[src/rtl/shift_pkg.sv]
// Shared types for the universal shift register and its tick generator.
package shift_pkg;

   // Operation select; encoding 7 is unused and decodes as HOLD.
   typedef enum logic [2:0] {
      MODE_HOLD = 3'd0,
      MODE_SHL  = 3'd1,
      MODE_SHR  = 3'd2,
      MODE_ROL  = 3'd3,
      MODE_ROR  = 3'd4,
      MODE_LOAD = 3'd5,
      MODE_CLR  = 3'd6
   } mode_e;

   // Counter width for a divider of div cycles; never narrower than one bit.
   function automatic int cnt_width(input int div);
      return (div > 1) ? $clog2(div) : 1;
   endfunction

endpackage

[src/rtl/univ_shift_reg_if.sv]
// Control/data bundle between a driver (master) and the shift register (slave).
interface univ_shift_reg_if #(
   parameter int WIDTH = 8
);
   import shift_pkg::*;

   logic             en;
   mode_e            mode;
   logic             ser_in;
   logic [WIDTH-1:0] par_in;
   logic [WIDTH-1:0] data_out;
   logic             ser_out;
   logic             tick;

   modport master (
      output en, mode, ser_in, par_in,
      input  data_out, ser_out, tick
   );

   modport slave (
      input  en, mode, ser_in, par_in,
      output data_out, ser_out, tick
   );
endinterface

[src/rtl/tick_gen.sv]
// Free-running divider producing a registered one-cycle strobe every DIV clocks.
module tick_gen
   import shift_pkg::*;
#(
   parameter int DIV = 50_000_000
) (
   input  logic clk,
   input  logic reset_n,
   output logic tick
);
   localparam int CNT_W = cnt_width(DIV);
   localparam logic [CNT_W-1:0] CNT_MAX = CNT_W'(DIV - 1);

   logic [CNT_W-1:0] cnt_reg;
   logic [CNT_W-1:0] cnt_next;
   logic             tick_reg;

   // Next count wraps at DIV-1; with DIV=1 this pins the counter at zero.
   always_comb begin
      cnt_next = (cnt_reg == CNT_MAX) ? '0 : cnt_reg + CNT_W'(1);
   end

   // Strobe is decoded from the next count so it is high exactly while cnt_reg == DIV-1.
   always_ff @(posedge clk or negedge reset_n) begin
      if (!reset_n) begin
         cnt_reg  <= '0;
         tick_reg <= 1'b0;
      end else begin
         cnt_reg  <= cnt_next;
         tick_reg <= (cnt_next == CNT_MAX);
      end
   end

   assign tick = tick_reg;

endmodule

[src/rtl/univ_shift_reg.sv]
// Universal shift register: hold, shift, rotate, load, clear, gated by a clock-enable tick.
module univ_shift_reg
   import shift_pkg::*;
#(
   parameter int WIDTH = 8,
   parameter int DIV   = 50_000_000
) (
   input  logic               clk,
   input  logic               reset_n,
   univ_shift_reg_if.slave    bus
);
   logic             tick_w;
   logic [WIDTH-1:0] data_reg;
   logic             ser_reg;

   tick_gen #(
      .DIV (DIV)
   ) u_tick_gen (
      .clk     (clk),
      .reset_n (reset_n),
      .tick    (tick_w)
   );

   // Register update; only a tick cycle with en high commits an operation.
   always_ff @(posedge clk or negedge reset_n) begin
      if (!reset_n) begin
         data_reg <= '0;
         ser_reg  <= 1'b0;
      end else if (tick_w && bus.en) begin
         unique case (bus.mode)
            MODE_SHL: begin
               data_reg <= {data_reg[WIDTH-2:0], bus.ser_in};
               ser_reg  <= data_reg[WIDTH-1];
            end
            MODE_SHR: begin
               data_reg <= {bus.ser_in, data_reg[WIDTH-1:1]};
               ser_reg  <= data_reg[0];
            end
            MODE_ROL: begin
               data_reg <= {data_reg[WIDTH-2:0], data_reg[WIDTH-1]};
               ser_reg  <= data_reg[WIDTH-1];
            end
            MODE_ROR: begin
               data_reg <= {data_reg[0], data_reg[WIDTH-1:1]};
               ser_reg  <= data_reg[0];
            end
            MODE_LOAD: begin
               data_reg <= bus.par_in;
            end
            MODE_CLR: begin
               data_reg <= '0;
               ser_reg  <= 1'b0;
            end
            default: begin
               // HOLD and the reserved encoding leave the register untouched.
            end
         endcase
      end
   end

   assign bus.data_out = data_reg;
   assign bus.ser_out  = ser_reg;
   assign bus.tick     = tick_w;

endmodule

[src/flat_wrapper.sv]
// flat-port wrapper written by rule: the top's interface ports become plain ports
module univ_shift_reg_flat import shift_pkg::*;
#(
   parameter int WIDTH = 8,
   parameter int DIV   = 50_000_000
)
  (clk, reset_n, bus_en, bus_mode, bus_ser_in, bus_par_in, bus_data_out, bus_ser_out, bus_tick);
  univ_shift_reg_if #(.WIDTH(WIDTH)) bus_i ();
  input  logic clk;
  input  logic reset_n;
  input wire logic [$bits(bus_i.en)-1:0] bus_en;
  input wire logic [$bits(bus_i.mode)-1:0] bus_mode;
  input wire logic [$bits(bus_i.ser_in)-1:0] bus_ser_in;
  input wire logic [$bits(bus_i.par_in)-1:0] bus_par_in;
  output wire logic [$bits(bus_i.data_out)-1:0] bus_data_out;
  output wire logic [$bits(bus_i.ser_out)-1:0] bus_ser_out;
  output wire logic [$bits(bus_i.tick)-1:0] bus_tick;
  assign bus_i.en = bus_en;
  assign bus_i.mode = bus_mode;
  assign bus_i.ser_in = bus_ser_in;
  assign bus_i.par_in = bus_par_in;
  assign bus_data_out = bus_i.data_out;
  assign bus_ser_out = bus_i.ser_out;
  assign bus_tick = bus_i.tick;
  univ_shift_reg #(.WIDTH(WIDTH), .DIV(DIV)) u_core (.clk(clk), .reset_n(reset_n), .bus(bus_i));
endmodule
[config.mk]
export PLATFORM = sky130hd
export DESIGN_NAME = univ_shift_reg_flat
export DESIGN_NICKNAME = d
export VERILOG_FILES = /design/src/rtl/shift_pkg.sv /design/src/rtl/univ_shift_reg_if.sv /design/src/rtl/tick_gen.sv /design/src/rtl/univ_shift_reg.sv /design/src/flat_wrapper.sv
export SDC_FILE = /design/constraint.sdc
export NUM_CORES = 1
export LEC_CHECK = 0
export ABC_AREA = 1
export ABC_CLOCK_PERIOD_IN_PS = 3370
export BUFFER_PORTS_ARGS = -buffer_cell sky130_fd_sc_hd__buf_4
export CAP_MARGIN = 20
export CORE_AREA = 5 5 67 69
export DETAILED_ROUTE_END_ITERATION = 12
export DIE_AREA = 0 0 72 74
export PLACE_DENSITY = 0.82
export SLEW_MARGIN = 25
export SYNTH_ARGS = -nofsm -noshare
export SYNTH_HDL_FRONTEND = slang
export SYNTH_SLANG_ARGS = --single-unit
[constraint.sdc]
create_clock -name clk -period 3.37 [get_ports clk]
set_input_delay 0 -clock clk [delete_from_list [all_inputs] [get_ports clk]]
set_output_delay 0 -clock clk [all_outputs]
set_load 0.05 [all_outputs]
# Word level (Yosys, flattened, before mapping)
# Index checks and enable logic that the tools add are counted.
# word_totals
ff_bits	36
elab_cells	23
# op_classes
n_addsub	1
eq_ne	8
muxes	3
n_reduce_logical	7
# op_table
op	count
$eq A26 B26 Y1 const B	2
$pmux W8 S6	1
$add A26 B1 Y26 const B	1
$mux W26	1
$eq A3 B3 Y1 const B	3
$eq A3 B2 Y1 const B	2
$reduce_bool A6 Y1	1
$reduce_and A2 Y1	2
$reduce_or A2 Y1	2
$eq A3 B1 Y1 const B	1
$pmux W1 S3	1
$reduce_bool A3 Y1	1
$logic_and A1 B1 Y1	1

# Logic depth before layout (Yosys ltp)
# logic_depth
ltp_word	4
depth_mapped	13

# Cells and area by module
# Synthesis repeated with hierarchy kept, for this count alone.
# hier_totals
cells_unflattened	375
area_unflattened_um2	2488.6
# modules_own_cells
module	instances	cells_each	area_per_inst_um2	seq_area_each_um2
tick_gen	1	266	1793.0	675.6
univ_shift_reg	1	109	695.7	225.2

# Least setup slack after synthesis
# OpenSTA, ideal clock, no wires.
# synth_path
path_kind	reg-to-reg
startpoint	register u_core.u_tick_gen.cnt_reg[0]
endpoint	register u_core.u_tick_gen.tick_reg (netlist: u_core.u_tick_gen.tick)
setup_time_ns	0.071
t_arrival_ns	1.500
setup_slack_ns	1.799
stages_incl_launch_ff	13
path_buffers	0
synth_period_minus_slack_ns	1.571
path_cell_list	dfrtp_1 > ha_1 > nand2_1 > nor2_1 > nand2_1 > nor2_1 > nand2_1 > nand2_1 > nor2_2 > nand2_1 > nor2_1 > nand3_1 > nor2_1
# synth_via
elab_chain_len	3
# synth_rtl
element	line_no	source
from (decl)	tick_gen.sv:14	logic [CNT_W-1:0] cnt_reg;
from (signal assigned)	tick_gen.sv:29	cnt_reg <= cnt_next;
$add A26 B1 Y26 or $eq A26 B26 Y1 (tied branches)	tick_gen.sv:20	cnt_next = (cnt_reg == CNT_MAX) ? '0 : cnt_reg + CNT_W'(1);
$mux W26 (*)	tick_gen.sv:20	
via u_core.u_tick_gen.cnt_next[19]	tick_gen.sv:15	logic [CNT_W-1:0] cnt_next;
$eq A26 B26 Y1 (*)	tick_gen.sv:30	tick_reg <= (cnt_next == CNT_MAX);
to (signal assigned)	tick_gen.sv:30	
to (decl)	tick_gen.sv:16	logic tick_reg;
# The timed path passes the listed nets; every way through them passes the cells marked *.
# A chain may end at the register's enable or synchronous reset.

# Worst setup path after layout
# Same ends and word-level chain as after synthesis.

==> flow_summary.toml <==
[critical_path]
slowest_delay_ps = 400
crit_chain = "ha_1 -> nand2_1 -> nor2_1 -> nand2_1 -> nor2_1 -> nand2_1 -> nand2_1 -> nor2_2 -> nand2_1 -> nor2_1 -> nand3_1 -> nor2_1"
endpoint_kind = "register"
cpLargestDelayFamily = "simple AND/OR/NAND/NOR gates"
crit_slowest_cell = "dfrtp_1"
path_buf_inv = 0
cp_data_arrival_time_ps = 2140
crit_top_cell = "nand2_1"
worstSetupPathType = "reg -> reg"
required_ps = 3580
startpoint_type = "register"
worstPathMaxFanout = 8

[floorplanning]
die_h_um = 74
rows = 23
core-area_mm2 = 0.00386
initial_utilization_pct = 59.2
die_w_um = 72
die_area_mm2 = 0.00533
io_pins = 25

[cts]
cts_tree = "built"
cts_root_buf = "clkbuf_8"
post_cts_buffers = 0
clk_path_buf_depth = 2
path_clk_slew_ps = 80
clock_latency_ps = 290
cts_inserted_buffers = 5
cts_sinks = 36
ctsHtreeMaxLevel = 2

[placed_design]
dp_hpwl_um = 4000
routabilityCongestion = 0.941
placed_cell_area_mm2 = 0.00251
place_inst = 392
io_buffers = 24

[timing]
relSlewSlack_pct = 69.6
grt_setup_unrepaired = "no"
fin_skew_ps = 4.30
drv_slew = 0
fin_crit_sh_pct = 57.1
finalHoldViolCount = 0
timing.fmax_mhz = 520
fin_tns_setup_ps = 0
tightest_slew_ps = 456
setup_violations = 0
period_needed_ps = 1920

[yosys]
syn_area_mm2 = 0.00228
synthFlopType = "dfrtp_1"
synth-edff-count = 0
postSynthAreaPerCell_um2 = 7.15
synthTopCellsByCount = "79 x nand2_1, 59 x nor2_1, 48 x inv_1"
synth_seq_cells = 36
synthArstFlopShare_pct = 100
syn_inst = 319
yosysTopAreaCell = "dfrtp_1"
seq_area_frac_synth_pct = 39.5
ys_top_cells_by_area = "dfrtp_1 39%, nand2_1 13%, nor2_1 9.7%, inv_1 7.9%, nand3_1 4.6%"
post-synth-top-count-cell = "nand2_1"
synth_top_area_share_pct = 39.5
syn-num-nets = 335
synth.distinct_cells = 31
yosysWarnings = 0

[detailed_routing]
first_iter_violations = 101
dr.pass1.iters = 4
wl_um = 5060
ant_nets = 0
via_count = 2091
drc = 0
wl_per_cell_um = 12.6
viasPerCell = 5.21

[power]
irDropWorstVdd_mv = 0.323
power.leakage_nw = 1.35
p_per_area_mw_per_mm2 = 300

[cells_and_area]
fin_cells = 401
largest_reg_flops = 26
diodes = 0
syn2layout_area_growth_pct = 14.4
design_area_mm2 = 0.00261
fin_nets = 366
drive_gt1_share_pct = 17.7
fin_util_pct = 67.7

[flow_run]
drv_cap = 0

[global_route]
grt_antenna_before_repair = 0
overflow = 0
grt_pass1_wl_um = 8660
grt_pass1_vias = 2010
grt_max_degree = 37
grt_usage_pct = 20.7

[worst_hold_path]
holdCritPathClass = "in -> reg"

[run_status]
status = "finished clean"
[where the power goes]
part	switching [mW]	internal, mW	total (mW)
sequential	0	0.432	0.432
clock	0.165	0.144	0.309
combinational	0.0262	0.0172	0.0434
[routing by layer]
| metal | vias to the layer above | part of all wire [%] | track usage, % |
|---|---|---|---|
| li1 | 1065 | - | - |
| met2 | 67 | 48 | 36.2 |
| met5 | - | 0 | 0 |
| met4 | 0 | 1.5 | 9.19 |
| met3 | 9 | 6.4 | 3.51 |
| met1 | 950 | 44 | 25.2 |
[what timing repair did]
| item | CTS | global route |
|---|---|---|
| gates resized for setup | 0 | 0 |
| hold buffers | 1 | 0 |
| endpoints found under the hold margin | 36 | 0 |
[logic make-up (layout without fill, tap and decap cells)]
kind of cell / after synthesis / in the layout / share of synthesized area, %
compound gates: 30 / 30 / 8.99
xor+xnor: 7 / 7 / 3.02
fa+ha+maj: 1 / 1 / 0.548
buf+inv: 52 / 84 / 8.88
flops: 36 / 36 / 39.5
simple gates: 193 / 193 / 39.1
[cell type report]
cell class | count | area, um2
inverters | 51 | 191
well taps | 50 | 62.6
multi-input cells | 231 | 1180
clock inverters | 3 | 18.8
flip-flops and latches | 36 | 901
clock buffers | 5 | 68.8
repair buffers | 25 | 190
fillers | 348 | 1240
[per-stage QoR]
step	hold WS (ps)	total power, mW	setup slack [ps]
floorplan	-296	0.457	1800
global placement	-19.7	0.483	1530
detailed placement	-16.1	0.483	1480
CTS	16.5	0.790	1450
global route	30.0	0.819	1220
finish	15.2	0.784	1450
[worst min-delay path: cells and delay by family]
| family | cells | cell delay [ps] |
|---|---|---|
| buf+inv | 1 | 110 |
| compound gates | 1 | 90 |
| simple gates | 1 | 50 |
[cell usage in the layout (no fill, tap or decap), drive strengths merged]
| cell | count |
|---|---|
| dfrtp | 36 |
| a31oi | 7 |
| o21ai | 4 |
| dlygate4sd3 | 1 |
| or2 | 1 |
| ha | 1 |
| a21o | 1 |
| a221oi | 1 |
| clkbuf | 5 |
| xor2 | 7 |
| nand2 | 87 |
| nand3b | 3 |
| o21bai | 3 |
| nor2 | 73 |
| a41oi | 1 |
| a21oi | 5 |
| nand3 | 21 |
| nand4 | 4 |
| nor3 | 1 |
| and2 | 3 |
| inv | 51 |
| buf | 24 |
| a22oi | 8 |
| clkinv | 3 |
[path summary, 6_finish.rpt]
path	startpoint	to	slack, ps	cells past startpoint
max	u_core.u_tick_gen.cnt_reg[0]	u_core.u_tick_gen.tick	1450	12
min	bus_ser_in	u_core.bus.data_out[0]	20	3
max reg2reg	u_core.u_tick_gen.cnt_reg[0]	u_core.u_tick_gen.tick	1450	12
min reg2reg	u_core.u_tick_gen.cnt_reg[0]	u_core.u_tick_gen.cnt_reg[0]	460	1
max in group asynchronous	reset_n	u_core.u_tick_gen.cnt_reg[13]	2840	2
min in group asynchronous	reset_n	u_core.u_tick_gen.cnt_reg[3]	200	2
No activity file was read; power rests on OpenSTA's default activity.
